**config.mk**
```make
export PLATFORM = sky130hd
export DESIGN_NAME = mo_wr_fifo
export DESIGN_NICKNAME = d
export VERILOG_FILES = /design/src/rtl/axi_pkg.sv /design/src/rtl/mo_wr_fifo_pkg.sv /design/src/rtl/burst_split_calc.sv /design/src/rtl/mo_wr_fifo.sv
export SDC_FILE = /design/constraint.sdc
export NUM_CORES = 2
export LEC_CHECK = 0
export CAP_MARGIN = 20
export CORE_MARGIN = 2
export CORE_UTILIZATION = 53
export DETAILED_ROUTE_END_ITERATION = 8
export GPL_ROUTABILITY_DRIVEN = 0
export PLACE_DENSITY = 0.74
export SYNTH_ARGS = -nofsm -noshare
export SYNTH_HDL_FRONTEND = slang
export SYNTH_HIERARCHICAL = 1
export SYNTH_SLANG_ARGS = --single-unit
```
**constraint.sdc**
```tcl
create_clock -name clk -period 17.6 [get_ports clk]
set_clock_uncertainty 0.15 [all_clocks]
set_input_delay 3.52 -clock clk [delete_from_list [all_inputs] [get_ports clk]]
set_output_delay 3.52 -clock clk [all_outputs]
set_load 0.02 [all_outputs]
```
**src/rtl/axi_pkg.sv**
```systemverilog
// Shared AXI types and limits for the DMA read/write splitters.
package axi_pkg;

    localparam int AXI_4K_BYTES  = 4096;
    localparam int AXI_MAX_BEATS = 256;

    typedef logic [63:0] addr_64_t;
    typedef logic [31:0] addr_32_t;

    // len is the beat count (1..256); the AW driver subtracts one for awlen.
    typedef struct packed {
        addr_64_t   addr;
        logic [8:0] len;
    } trans_64_t;

    typedef struct packed {
        addr_32_t   addr;
        logic [8:0] len;
    } trans_32_t;

endpackage

```
**src/rtl/mo_wr_fifo_pkg.sv**
```systemverilog
// Local types for the write-side outstanding-burst FIFO.
package mo_wr_fifo_pkg;

    typedef enum logic {
        WR_IDLE  = 1'b0,
        WR_SPLIT = 1'b1
    } wr_state_e;

endpackage

```
**src/rtl/burst_split_calc.sv**
```systemverilog
// Combinational burst sizing: the next burst stops at the 4KB boundary,
// at the 256-beat limit, or at the end of the request, whichever is first.
module burst_split_calc
    import axi_pkg::*;
#(
    parameter int BEAT_SHIFT = 5
) (
    input  logic [11:0] addr_lo,
    input  logic [31:0] remaining,
    output logic [12:0] burst_bytes,
    output logic [8:0]  burst_beats
);

    localparam logic [31:0] MAX_BURST_BYTES = 32'(AXI_MAX_BEATS) << BEAT_SHIFT;

    logic [12:0] boundary_remaining;
    logic [12:0] raw_bytes;

    // Clamp remaining bytes to the 4KB page, then to the 256-beat cap.
    always_comb begin
        boundary_remaining = 13'(AXI_4K_BYTES) - {1'b0, addr_lo};
        raw_bytes = (remaining < {19'd0, boundary_remaining}) ? remaining[12:0]
                                                               : boundary_remaining;
        burst_bytes = ({19'd0, raw_bytes} > MAX_BURST_BYTES) ? 13'(MAX_BURST_BYTES)
                                                             : raw_bytes;
        burst_beats = 9'(burst_bytes >> BEAT_SHIFT);
    end

endmodule

```
**src/rtl/mo_wr_fifo.sv**
```systemverilog
// Write request splitter plus circular outstanding-burst FIFO with three
// consumer pointers: AW issue, W beat counting/wlast, and B completion.
module mo_wr_fifo
    import axi_pkg::*;
    import mo_wr_fifo_pkg::*;
#(
    parameter int  NUM_MO_BUF = 4,
    parameter int  ADDR_WIDTH = 64,
    parameter int  DATA_WIDTH = 256,
    parameter type addr_t     = axi_pkg::addr_64_t,
    parameter type trans_t    = axi_pkg::trans_64_t
) (
    input  logic        clk,
    input  logic        rst,
    input  logic        start_valid,
    output logic        start_ready,
    input  addr_t       start_addr,
    input  logic [31:0] len,
    output logic        mo_fifo_full,
    output logic        mo_fifo_empty,
    output trans_t      fifo_mo_aw,
    output logic        fifo_mo_aw_valid,
    input  logic        fifo_mo_aw_ready,
    output trans_t      fifo_mo_w,
    output logic        fifo_mo_w_valid,
    input  logic        w_beat,
    output logic        w_last,
    input  logic        b_done,
    input  logic        b_err,
    output logic        wr_err,
    output logic        wr_busy
);

    localparam int SLOTS      = NUM_MO_BUF + 1;
    localparam int PTR_W      = $clog2(SLOTS);
    localparam int BEAT_SHIFT = $clog2(DATA_WIDTH / 8);

    typedef logic [PTR_W-1:0] ptr_t;

    // The FIFO has one spare slot so that full and empty are distinguishable.
    function automatic ptr_t ptr_next(input ptr_t p);
        return (p == ptr_t'(NUM_MO_BUF)) ? '0 : p + ptr_t'(1);
    endfunction

    wr_state_e             state;
    wr_state_e             next_state;
    ptr_t                  head;
    ptr_t                  aw_ptr;
    ptr_t                  w_ptr;
    ptr_t                  b_ptr;
    logic [8:0]            w_beat_cnt;
    logic [31:0]           remaining;
    logic [ADDR_WIDTH-1:0] current_addr;
    trans_t                fifo_mem [SLOTS];

    logic [12:0] split_bytes;
    logic [8:0]  split_beats;
    logic        start_fire;
    logic        push;
    logic        aw_pop;
    logic        w_ok;
    logic        b_ok;

    burst_split_calc #(
        .BEAT_SHIFT (BEAT_SHIFT)
    ) u_split (
        .addr_lo     (current_addr[11:0]),
        .remaining   (remaining),
        .burst_bytes (split_bytes),
        .burst_beats (split_beats)
    );

    assign mo_fifo_full     = (ptr_next(head) == b_ptr);
    assign mo_fifo_empty    = (head == b_ptr);
    assign start_ready      = (state == WR_IDLE) && !mo_fifo_full;
    assign start_fire       = start_valid && start_ready;
    assign push             = (state == WR_SPLIT) && (remaining != '0) && !mo_fifo_full;

    assign fifo_mo_aw       = fifo_mem[aw_ptr];
    assign fifo_mo_aw_valid = (aw_ptr != head);
    assign aw_pop           = fifo_mo_aw_valid && fifo_mo_aw_ready;

    assign fifo_mo_w        = fifo_mem[w_ptr];
    assign fifo_mo_w_valid  = (w_ptr != head);
    assign w_last           = fifo_mo_w_valid && (w_beat_cnt == 9'(fifo_mo_w.len - 9'd1));
    assign w_ok             = w_beat && fifo_mo_w_valid;

    // A response only frees a slot whose address and data have both gone out.
    assign b_ok             = b_done && (b_ptr != w_ptr) && (b_ptr != aw_ptr);

    assign wr_busy          = (state != WR_IDLE) || !mo_fifo_empty;

    // State register for the request splitter.
    always_ff @(posedge clk or posedge rst) begin
        if (rst) begin
            state <= WR_IDLE;
        end else begin
            state <= next_state;
        end
    end

    // Accept a request when idle; leave SPLIT once all bytes have been queued.
    always_comb begin
        next_state = state;
        case (state)
            WR_IDLE:  if (start_fire) next_state = WR_SPLIT;
            WR_SPLIT: if (remaining == '0) next_state = WR_IDLE;
            default:  next_state = WR_IDLE;
        endcase
    end

    // Latch the request, then walk address/remaining forward one burst per push.
    always_ff @(posedge clk or posedge rst) begin
        if (rst) begin
            current_addr <= '0;
            remaining    <= '0;
        end else if (start_fire) begin
            current_addr <= ADDR_WIDTH'(start_addr);
            remaining    <= len;
        end else if (push) begin
            current_addr <= current_addr + ADDR_WIDTH'(split_bytes);
            remaining    <= remaining - 32'(split_bytes);
        end
    end

    // Descriptor storage: written at head on push, cleared when B frees the slot.
    always_ff @(posedge clk or posedge rst) begin
        if (rst) begin
            for (int i = 0; i < SLOTS; i++) begin
                fifo_mem[i] <= '0;
            end
        end else begin
            if (b_ok) begin
                fifo_mem[b_ptr] <= '0;
            end
            if (push) begin
                fifo_mem[head].addr <= current_addr;
                fifo_mem[head].len  <= split_beats;
            end
        end
    end

    // Producer pointer advances on every push.
    always_ff @(posedge clk or posedge rst) begin
        if (rst) begin
            head <= '0;
        end else if (push) begin
            head <= ptr_next(head);
        end
    end

    // Consumer pointers move independently; W counts beats to find wlast.
    always_ff @(posedge clk or posedge rst) begin
        if (rst) begin
            aw_ptr     <= '0;
            w_ptr      <= '0;
            b_ptr      <= '0;
            w_beat_cnt <= '0;
        end else begin
            if (aw_pop) begin
                aw_ptr <= ptr_next(aw_ptr);
            end
            if (w_ok) begin
                if (w_last) begin
                    w_beat_cnt <= '0;
                    w_ptr      <= ptr_next(w_ptr);
                end else begin
                    w_beat_cnt <= w_beat_cnt + 9'd1;
                end
            end
            if (b_ok) begin
                b_ptr <= ptr_next(b_ptr);
            end
        end
    end

    // Sticky error: stray W beat, premature B, or an error response.
    always_ff @(posedge clk or posedge rst) begin
        if (rst) begin
            wr_err <= 1'b0;
        end else if ((w_beat && !fifo_mo_w_valid) || (b_done && !b_ok) || (b_done && b_err)) begin
            wr_err <= 1'b1;
        end
    end

endmodule

```
After elaboration in Yosys (flattened, before gate mapping)
Index checks and enable logic that the tools add are counted. Widths: inputs -> output; s select.

Add/subtract/negate cells: 9. $mul: 0. Div/mod/pow operators: 0. Magnitude comparators: 7. Equal/unequal tests: 11. Shift-type cells: 0. Multiplexer cells: 29. Bitwise operators: 7. Reductions and logical operators: 25.

Operators by type and width (count): $bwmux 365 (2); $mux 365 (2); $demux 73 s3 (3); $bmux 73 s3 (2); $mux 73 (6); $and 365x365->365 (1); $not 365->365 (1); $mux 64 (2); $add 64x13->64 (1); $mux 32 (2); $logic_not 32->1 (1); $lt 32x13->1 (1); $reduce_bool 32->1 (1); $sub 32x13->32 (1); $mux 9 (2); $ge 4x4->1 const B (4); $not 3->4 (4); $logic_and 1x1->1 (14); $mux 13 (1); $sub 13x12->13 const A (1); $add 3x1->3 const B (4); $eq 3x3->1 const B (4); $mux 3 (4); $ne 3x3->1 (4); other kinds (12) (20).

Flip-flop bits (word level): 484. Latch bits: 0. Memory bits (writable): 0. ROM bits: 0. Input bits: 103. Logic and storage cells: 107. Memories kept: 0.

Depth between registers and ports, before layout
Word-level depth: 11. Mapped depth: 25. Gate-level depth less buffers: 22.

By module
The synthesis kept the hierarchy.

Modules (own cells, without submodules): mo_wr_fifo (times used 1, cells each 2609, area an instance 26550.5 sq um, seq. area each 12111.6 sq um); burst_split_calc (times used 1, cells each 106, area an instance 784.5 sq um, seq. area each 0.0 sq um).

Worst setup path before layout
No wires, ideal clock.

Kind: reg2out. From: register w_ptr[0]. To: output port fifo_mo_w[35] (netlist name). Arrival time: 2.699 ns. Data required time: 13.930 ns. Slack: 11.231 ns. Stages on the path, launching flop included: 7. Cells stage by stage: dfrtp_1 > buf_2 > buf_1 > clkbuf_1 > buf_1 > mux4_2 > a22o_1.

RTL lines: start: declaration (RTL line mo_wr_fifo.sv:49) `ptr_t w_ptr;`; start signal: assignment (RTL line mo_wr_fifo.sv:166) `w_ptr <= ptr_next(w_ptr);`; end: declaration (RTL line mo_wr_fifo.sv:24) `output trans_t fifo_mo_w,`.

Worst setup path after layout
From: register w_ptr[0]. To: output port w_last.

Cells in the longest elaborated chain, start to end: 7. Elaborated cells on any way between the ends: 8. Those cells by class: add/sub: 1; eq/ne: 2; mux: 3; bitwise: 1; reduce/logical: 1.

Ends and longest elaborated chain: $not 3->4 (not written as such) (RTL line mo_wr_fifo.sv:83) `assign fifo_mo_w = fifo_mem[w_ptr];`; $bmux 73 s3 (RTL line mo_wr_fifo.sv:83); $mux 73 (not written as such) (2 in a row) (RTL line mo_wr_fifo.sv:83); $sub 9x1->9 (RTL line mo_wr_fifo.sv:85) `assign w_last = fifo_mo_w_valid && (w_beat_cnt == 9'(fifo_mo_w.len - 9'd1));`; $eq 9x9->1 (RTL line mo_wr_fifo.sv:85); $logic_and 1x1->1 * (RTL line mo_wr_fifo.sv:85); end: declaration (RTL line mo_wr_fifo.sv:27) `output logic w_last,`.

Mark *: on every way between the ends. The rest lies on a longest branch, timed or not. The select of a mux whose other input is x is not followed.

==> results.md <==
Clock network:
- The count of cells resized by post-cts repair is 0.
- Buffers inserted during clock tree synthesis total 52.
- The TritonCTS clock tree is done.
- The buffer count from post-CTS setup fixing is 0.
- The clock drives 484 sinks.
- For the worst-skew pair, the clock arrives at the later sink with an insertion delay of between 0.6 and 0.7 ns.
- The deepest clock path buffer count is 3.
- The library cell used as clock root buffer is sky130_fd_sc_hd__clkbuf_16.
- For this design, the CTS-stage hold fixing added 0 buffers.
- The clock slew seen by the registers of the worst setup and hold paths is approximately 0.060 ns.
- The clock tree synthesis step divided the H-tree into 2 levels.

Floorplanning:
- In this run the core area contains 83 standard-cell rows.
- The effective utilization at floorplan is 0.5339.
- The die is between 200 and 250 microns wide.
- The total die area is about 53000 sq um.
- The area of the core region is 51200 sq um.
- The die is approximately 230 microns tall.
- The number of top-level pins is 257.

Routing:
- After the first detailed-routing iteration, the DRC count stood at about 2400.
- The final routed wire length divided by cell count is ~25 microns.
- After detailed routing, the number of remaining DRC violations is 0.
- The number of vias per cell is about 6.7.
- After detailed routing, the total wire length is 88.73 mm.
- The number of routed nets with antenna violations is 0.
- The number of iterations in the first detailed-routing pass is 6.
- The count of vias placed by the detailed router is 23630.

STA:
- The summed negative setup slack over all endpoints is 0 ns.
- In the finished design, the share of the clock period the worst path needs comes to 0.5039.
- The number of endpoints failing setup at the final stage is 0.
- For the pin with the worst max-slew slack, the measured transition is 1.225 ns.
- The worst slew slack as a fraction of its limit is 0.1836.
- Setup repair after global routing left no endpoint under its margin.
- The number of hold violations in the final report is 0.
- The number of pins exceeding their max-slew limit in the final report came to 0.
- The minimum clock period is 8.869 ns.
- Static timing analysis puts the maximum clock frequency at 112.8 MHz.

Outcome:
- The flow ran to the end, and the final reports show no timing, DRC or antenna violations.

Global route:
- The first global-routing pass estimated 137.4 mm of wire.
- The number of antenna violations at the first check in global routing is 1.
- Entering global routing, the biggest net connects 118 pins.
- The via count of the first global-routing pass is 23980.
- The remaining global-route overflow is 0.
- The overall fraction of global-route tracks in use is 0.3297.

Pwr:
- IR analysis of the VDD net gives a maximum drop of ~0.18 mV.
- Summed over all nets, the switching power comes to 3.211 mW.
- Of the total power, combinational logic draws 0.551.
- Of the total power, the share spent switching nets is 0.4558.
- The internal power consumption is roughly 3.8 mW.
- The share of total power dissipated in the clock network is 0.156.
- After layout, the design draws a total of 7.044 mW.
- The relative contribution of sequential cells to total power is 0.293.
- The analysis attributes to cell leakage a power of approximately 14 nW.
- The power density over cell area is ~220 nW/um^2.

Layout:
- The number of nets in the layout is slightly below 3000.
- In the final layout, the multi-input gates occupy approximately 14000 sq um.
- At the end of the flow the core is filled with cells to 0.6203.
- The count of antenna diodes in the layout is 0.
- The design area is 31760 sq um.
- Registers take between 10000 and 15000 sq um.
- In the layout the commonest cells are 479 x sky130_fd_sc_hd__dfrtp_1, 284 x sky130_fd_sc_hd__a22o_1, 256 x sky130_fd_sc_hd__clkdlybuf4s50_1, 235 x sky130_fd_sc_hd__o21ai_0, 202 x sky130_fd_sc_hd__nand3_1.
- In the final layout, the share of cells above drive strength 1 is 0.08673.
- The area added between synthesis and finish is 16.17%.
- Leaving out fill and tap cells, the most frequent cell in the layout is sky130_fd_sc_hd__dfrtp_1.
- The filler cells instantiated in the layout total 4137.

Synth:
- The number of synthesized register bits is just under 500.
- The distinct cell type count after synthesis is 74.
- The count of flip-flops with a built-in enable after synthesis is 0.
- The netlist area before placement is 27330 sq um.
- For this run, the leading register cell type out of synthesis is sky130_fd_sc_hd__dfrtp_1.
- The average cell area after synthesis is 10.07 sq um.
- Of all flip-flops after synthesis, the portion carrying an async set or reset was 1.000.
- During synthesis, Yosys emitted a total of 6 warnings.
- The share of the Yosys chip area taken by registers is 0.4431.
- Counting every net in the synthesized netlist gives between 2000 and 3000.
- The number of cells produced by synthesis is ~2700.

Worst setup path:
- The nature of the critical path startpoint is a register.
- The data required time of the critical path is 13.93 ns.
- The number of cells on the worst reg-to-reg path is 20.
- The capture instance of the worst register-to-register path is current_addr[56].
- For the worst setup path, the data arrival time is 5.20 ns.
- The worst reg-to-reg setup slack is 10.40 ns.
- STA classifies the critical path endpoint as an output port.
- Of all nets on the critical path, the largest fanout is 51.
- In this run the critical register-to-register path is launched from current_addr[2].
- The start-to-end type of the worst setup path is reg2out.

Place:
- The total placed instance area is between 30000 and 40000 sq um.
- Input and output buffers added on the ports amount to 256.
- The HPWL after detailed placement is between 50 and 60 mm.

Worst hold path:
- For hold timing, the worst endpoint is wr_err.
- The number of stages on the worst hold path is 2.
- The worst min-delay path startpoint is wr_err.
- The class of the tightest hold or removal check is reg2reg.

Run:
- Max-cap violations in this run came to 0.
[worst max-delay path, stage by stage (launching register included)]
cell and delay [ns]:
sky130_fd_sc_hd__dfrtp_4 1.13, sky130_fd_sc_hd__buf_4 0.76, sky130_fd_sc_hd__mux4_2 0.59, sky130_fd_sc_hd__a22o_1 0.30, sky130_fd_sc_hd__nor4_1 0.36, sky130_fd_sc_hd__xnor2_1 0.17
sky130_fd_sc_hd__nand4_1 0.22, sky130_fd_sc_hd__nor2_1 0.30, sky130_fd_sc_hd__clkdlybuf4s50_1 0.74
[metrics by stage]
stage | std cells | setup WS (ns) | hold slack (ns)
after global placement | 3454 | 9.456 | 0.3080
after detailed placement | 3454 | 9.413 | 0.3384
after global routing | 3551 | 8.515 | 0.3659
after floorplan | 2715 | 0.4240 | 0.3284
final | 3551 | 8.731 | 0.3524
after CTS | 3549 | 8.737 | 0.3574
[power by group through the flow]
| stage | combinational (mW) | sequential [mW] | clock [mW] |
|---|---|---|---|
| after floorplan | 2.72 | 1.84 | 0 |
| after global placement | 3.71 | 2.03 | 0 |
| after detailed placement | 3.80 | 2.06 | 0 |
| after CTS | 3.83 | 2.05 | 1.11 |
| after global routing | 4.16 | 2.12 | 1.16 |
| final | 3.88 | 2.07 | 1.10 |
[routing by layer]
layer / vias to the layer above / share of wire / track usage
met4: 2 / 0.048 / 0.1560
met5: - / 0.00014 / 0
met1: 11710 / 0.39 / 0.4325
li1: 10180 / - / -
met3: 299 / 0.10 / 0.07480
met2: 1434 / 0.46 / 0.5207
[synthesized netlist by cell type (4+ instances only)]
cell type / count / area share
sky130_fd_sc_hd__a211oi_1: 4 / 0.0011
sky130_fd_sc_hd__a21o_1: 15 / 0.0041
sky130_fd_sc_hd__a21oi_1: 118 / 0.022
sky130_fd_sc_hd__a22o_1: 284 / 0.091
sky130_fd_sc_hd__a31oi_1: 11 / 0.0025
sky130_fd_sc_hd__and2_1: 6 / 0.0014
sky130_fd_sc_hd__and3_1: 10 / 0.0023
sky130_fd_sc_hd__and4_1: 5 / 0.0016
sky130_fd_sc_hd__buf_1: 30 / 0.0041
sky130_fd_sc_hd__buf_2: 47 / 0.0086
sky130_fd_sc_hd__buf_4: 17 / 0.0047
sky130_fd_sc_hd__buf_6: 15 / 0.0062
sky130_fd_sc_hd__clkbuf_1: 125 / 0.017
sky130_fd_sc_hd__dfrtp_1: 484 / 0.44
sky130_fd_sc_hd__ha_1: 49 / 0.022
sky130_fd_sc_hd__inv_1: 138 / 0.019
sky130_fd_sc_hd__mux2_2: 18 / 0.0074
sky130_fd_sc_hd__mux2i_1: 154 / 0.056
sky130_fd_sc_hd__mux4_2: 73 / 0.060
sky130_fd_sc_hd__nand2_1: 141 / 0.019
sky130_fd_sc_hd__nand2b_1: 10 / 0.0023
sky130_fd_sc_hd__nand3_1: 204 / 0.037
sky130_fd_sc_hd__nand4_1: 15 / 0.0034
sky130_fd_sc_hd__nor2_1: 147 / 0.020
sky130_fd_sc_hd__nor3_1: 35 / 0.0064
sky130_fd_sc_hd__nor3b_1: 4 / 0.0011
sky130_fd_sc_hd__nor4_1: 17 / 0.0039
sky130_fd_sc_hd__o211ai_1: 8 / 0.0022
sky130_fd_sc_hd__o21ai_0: 235 / 0.043
sky130_fd_sc_hd__o21ai_1: 15 / 0.0027
sky130_fd_sc_hd__o22ai_1: 77 / 0.018
sky130_fd_sc_hd__o311ai_0: 5 / 0.0016
sky130_fd_sc_hd__o31ai_1: 4 / 0.0011
sky130_fd_sc_hd__or3_1: 11 / 0.0025
sky130_fd_sc_hd__or4_1: 8 / 0.0022
sky130_fd_sc_hd__xnor2_1: 89 / 0.029
sky130_fd_sc_hd__xor2_1: 33 / 0.011
[kinds of logic after synthesis]
| group | after synthesis | synth area share |
|---|---|---|
| compound gates | 806 | 0.1990 |
| xor+xnor | 122 | 0.03909 |
| fa+ha+maj | 51 | 0.02389 |
| buf+inv | 373 | 0.05983 |
| flops | 484 | 0.4431 |
| mux | 246 | 0.1244 |
| other cells | 1 | 0.0001372 |
| simple gates | 632 | 0.1106 |
[final cells by class]
type                            instances  share of cell area
Clock buffer                           80             0.04905
Clock inverter                         15            0.004571
Inverter                              139             0.01667
Multi-Input combinational cell       1858              0.4305
Sequential cell                       484              0.3820
Tap cell                              680             0.02679
Timing Repair Buffer                  295             0.09046
[how the worst max path moves through the flow]
stage	start	to	slack, ns	cells after the start
3_5_place_dp	w_ptr[0]	w_last	9.41	8
2_1_floorplan	rst	aw_ptr[0]	0.42	1
5_1_grt	w_ptr[0]	w_last	8.51	8
3_3_place_gp	w_ptr[0]	w_last	9.46	8
4_1_cts	w_ptr[0]	w_last	8.74	8
6_report	w_ptr[0]	w_last	8.73	8
[registers in the layout, summed over array words and instances, names as in the netlist, 3 cells and up]
name and count:
remaining 32, current_addr 64, aw_ptr 3, head 3
b_ptr 3, w_ptr 3, fifo_mem 365, w_beat_cnt 9
(Power assumes the default switching activity.)
